**src/rtl/mux_2to1.sv**
```systemverilog
// 2:1 word multiplexer built from gate primitives, plus a load-enabled,
// async-reset registered copy of the result for pipeline boundaries.
`timescale 1ns/10ps
module mux_2to1 #(
  parameter int WIDTH    = 64,
  parameter int GATE_DLY = 50
) (
  input  logic             clk,
  input  logic             rst_n,
  input  logic [WIDTH-1:0] i0,
  input  logic [WIDTH-1:0] i1,
  input  logic             sel,
  input  logic             en,
  output logic [WIDTH-1:0] out,
  output logic [WIDTH-1:0] out_q
);

  wire             sel_n;
  wire [WIDTH-1:0] and0;
  wire [WIDTH-1:0] and1;
  logic [WIDTH-1:0] out_d;

  // One inverter drives every bit slice, so sel-to-out is three gate delays.
  not #(GATE_DLY) u_sel_inv (sel_n, sel);

  for (genvar k = 0; k < WIDTH; k++) begin : g_bit
    and #(GATE_DLY) u_and0 (and0[k], i0[k], sel_n);
    and #(GATE_DLY) u_and1 (and1[k], i1[k], sel);
    or  #(GATE_DLY) u_or   (out[k], and0[k], and1[k]);
  end

  always_comb begin
    out_d = out_q;
    if (en) out_d = out;
  end

  always_ff @(posedge clk or negedge rst_n) begin
    if (!rst_n) out_q <= '0;
    else        out_q <= out_d;
  end

endmodule

```
**config.mk**
```make
export PLATFORM = sky130hd
export DESIGN_NAME = mux_2to1
export DESIGN_NICKNAME = d
export VERILOG_FILES = /design/src/rtl/mux_2to1.sv
export SDC_FILE = /design/constraint.sdc
export NUM_CORES = 1
export LEC_CHECK = 0
export ABC_AREA = 1
export BUFFER_PORTS_ARGS = -buffer_cell sky130_fd_sc_hd__buf_2
export CORE_MARGIN = 2
export CORE_UTILIZATION = 43
export DETAILED_ROUTE_END_ITERATION = 6
export PLACE_DENSITY = 0.89
export SLEW_MARGIN = 20
export SYNTH_ARGS = -nofsm -noshare
export SYNTH_HDL_FRONTEND = slang
export SYNTH_SLANG_ARGS = --single-unit
```
**constraint.sdc**
```tcl
create_clock -name clk -period 0.8 [get_ports clk]
set_input_delay 0.08 -clock clk [delete_from_list [all_inputs] [get_ports clk]]
set_output_delay 0.08 -clock clk [all_outputs]
set_load 0.02 [all_outputs]
```
Word-level counts from Yosys, hierarchy flattened
Cells that the tools add are included.
{ "word_totals": {"output_inout_bits": 128, "wordCells": 194, "inputBits": 132, "register_bits": 64} }
{ "op_classes": {"bitwise": 193} }
{ "ops": {"columns": ["operator", "n"], "rows": [
  ["$and 1x1->1", 128],
  ["$or 1x1->1", 64],
  ["$not 1->1", 1]
]} }

Longest topological paths before layout
{ "depth": {"ltp_word": 3, "ltp_mapped": 5, "ltp_nobuf": 4} }

Worst setup path after synthesis
Ideal clock, no wire load.
{ "synth_path": {"path_kind": "input to output", "startpoint": "input sel", "endpoint": "output out[0]", "path_buffers": 2, "slack_ns": 0.071, "required_ns": 0.720, "arrival_time_ns": 0.649, "stages": 4, "path_cell_list": "buf_6 -> buf_12 -> nand2_1 -> and2_1"} }
{ "synth_between": {"elab_chain_cells": 3, "elab_cells_between_ends": 4, "classes_between": "bitwise: 4"} }
{ "synth_lines": {"columns": ["item", "line_no", "source"], "rows": [
  ["from (decl)", "12", "input logic sel,"],
  ["$not 1->1", "24", "not #(GATE_DLY) u_sel_inv (sel_n, sel);"],
  ["$and 1x1->1", "27", "and #(GATE_DLY) u_and0 (and0[k], i0[k], sel_n);"],
  ["$or 1x1->1 *", "29", "or #(GATE_DLY) u_or (out[k], and0[k], and1[k]);"],
  ["to (decl)", "14", "output logic [WIDTH-1:0] out,"]
]} }
Mark *: on every way between the ends. The rest lies on a longest branch, timed or not.

Worst setup path after layout
{ "layout_path": {"startpoint": "input sel", "endpoint": "output out[1]"} }
Same word-level chain as after synthesis.

==> metrics.yaml <==
status: "finished, violations left"
violations: "setup timing"
hold_path_depth: 5
post-place-cells: 972
hold_violations: 0
clk_latency_ns: 0.34
syn_area_per_cell_um2: 6.619
drtIter0Drc: 216
power.density_nw_per_um2: 1537
synth-seq-cells: 64
nNetsFinal: 1051
ys_seq_area_frac: 0.4006
rsz0062_at_grt: "yes"
cp.required_ns: 0.72
core_area_um2: 9109
clock-sinks: 64
overflow: 0
gp_routability_congestion: 0.8062
numCtsBuffers: 9
reg2regPathDepth: 4
drv_cap: 0
ios: 260
vdd_drop_max_mv: 0.9098
setup_violations: 131
grt_max_degree: 45
design.die.area_um2: 10080
grt_pass1_wl_um: 20830
crit_type: "in -> out"
antenna_cells: 0
crit_top_cell: "buf_12"
period_share: 1.249
synth_cell_types: 11
syn_inst: 604
area_delta_synth_final_pct: 93.71
largest-register: "out_q"
clk_pin_slew_ns: 0.07
cp-end-kind: "primary output"
initial_utilization: 0.4389
worst_slack_ns: -0.1994
drv_slew: 0
track_usage: 0.2653
clockRootBuffer: "clkbuf_8"
fin_area_um2: 7744
dp_slack_ns: -0.2047
die_h_um: 100.4
synth_top_area_frac: 0.4006
fill_cells: 452
die_w_um: 100.4
drc: 0
cp_max_fo: 6
largest_register_ffs: 64
hp-class: "in -> reg"
layout-drive-gt1-share: 0.5292
clock.fmax_mhz: 1001
stdcell_count: 1035
max_stage_delay_ns: 0.18
postPlaceCellArea_um2: 5512
htreeDepth: 3
avgRoutedWirePerCell_um: 17.75
routed-via-count: 5348
syn-cell-area_um2: 3998
max_slew_margin: 0.8290
crit_chain: "buf_12 > buf_12 > clkbuf_16 > nand2_1 > and2_4 > buf_6"
vias_per_cell: 5.167
finalPower_mw: 11.90
hpwl_um: 8770
synth_top_cell_by_area: "dfrtp_1"
leakage_nw: 4.665
wl_um: 18380
io_buffers: 259
cts_tree: "done"
cts_buffer_depth: 2
ant_nets: 0
skew_ns: 0
postSynthNetCount: 736
placementRows: 35
synth_area_leaders: "dfrtp_1, nand2_1, inv_1"
fin_crit_ns: 0.9994
antenna_found_initial: 0
crit_arrival_ns: 0.92
tightestPinTransition_ns: 0.2564
ys.warnings.count: 0
critPathSlowestCell: "clkbuf_16"
first_global_vias: 4508
drt_pass1_iterations: 4
cp-start-kind: "input port"
holdWs_ns: 0.05779
reg.largest.list: "out_q (64)"
==> cells in the final DEF (no fill, tap or decap) <==
cell type	instances
nand2_1	170
buf_2	131
buf_6	129
inv_1	128
nand3_1	64
dfrtp_1	64
and2_4	59
nand2_2	53
buf_4	40
nand2_4	33
buf_12	14
clkbuf_8	10
clkbuf_16	8
buf_16	6
and2_1	5
clkbuf_1	3
bufinv_16	2
inv_12	1
inv_2	1
clkinv_2	1
dlygate4sd3_1	1
buf_8	1
==> what timing repair did <==
action	4_1_cts	5_1_grt
endpoints found under the setup margin	128	128
hold buffers	1	0
endpoints found under the hold margin	64	0
setup buffers	16	15
resized for setup	187	265
cloned	6	9
pin swaps	4	14
==> per-stage QoR <==
stage / util / setup TNS [ns]
final: 0.8501 / -19.50
after global routing: 0.8501 / -22.48
after CTS: 0.7246 / -18.52
after detailed placement: 0.6051 / -14.60
after global placement: 0.6051 / -12.46
after floorplan: - / 0
==> cells in the mapped netlist <==
cell / number
and2_1: 64
buf_12: 6
buf_2: 16
buf_4: 1
buf_6: 1
clkbuf_1: 2
dfrtp_1: 64
inv_1: 128
inv_2: 2
nand2_1: 256
nand3_1: 64
==> cell families (layout without fill, tap and decap cells) <==
group / Yosys count / after routing / share of synthesized area
buffers and inverters: 156 / 476 / 0.1787
flip-flops: 64 / 64 / 0.4006
AND/OR/NAND/NOR: 384 / 384 / 0.4207
==> final timing paths <==
check                           from         to  slack (ns)
max                              sel     out[1]       -0.20
min                           i0[32]  out_q[32]        0.06
max reg2reg                out_q[42]  out_q[42]       -0.05
min reg2reg                 out_q[9]   out_q[9]        0.51
max in group asynchronous      rst_n  out_q[22]        0.26
min in group asynchronous      rst_n  out_q[36]        0.30
==> metal layers <==
| metal | global-route usage | wire [um] | vias up |
|---|---|---|---|
| met5 | 0 | 0 | - |
| met4 | 0.1117 | 1105 | 0 |
| met3 | 0.05641 | 1719 | 97 |
| met2 | 0.4941 | 9478 | 382 |
| met1 | 0.2895 | 6071 | 2491 |
| li1 | - | - | 2378 |
==> where the power goes <==
part | internal [mW] | switching, mW
Combinational | 2.50 | 2.46
Sequential | 3.58 | 0.290
Clock | 1.84 | 1.22
==> cell type report <==
| class | count | area, um2 | share of cell area |
|---|---|---|---|
| sequential | 64 | 1602 | 0.2068 |
| clock buffer | 13 | 148.9 | 0.01923 |
| clock inverter | 3 | 65.06 | 0.008402 |
| multi-input combinational | 384 | 2210 | 0.2853 |
| tap | 111 | 138.9 | 0.01794 |
| inverter | 130 | 500.5 | 0.06463 |
| timing repair buffer | 330 | 3079 | 0.3976 |
==> worst max-delay path: cells and delay by family <==
family | cells | cell delay, ns
buf+inv | 4 | 0.57
simple gates | 2 | 0.27
Note: power is estimated with default switching activity, not from simulation.
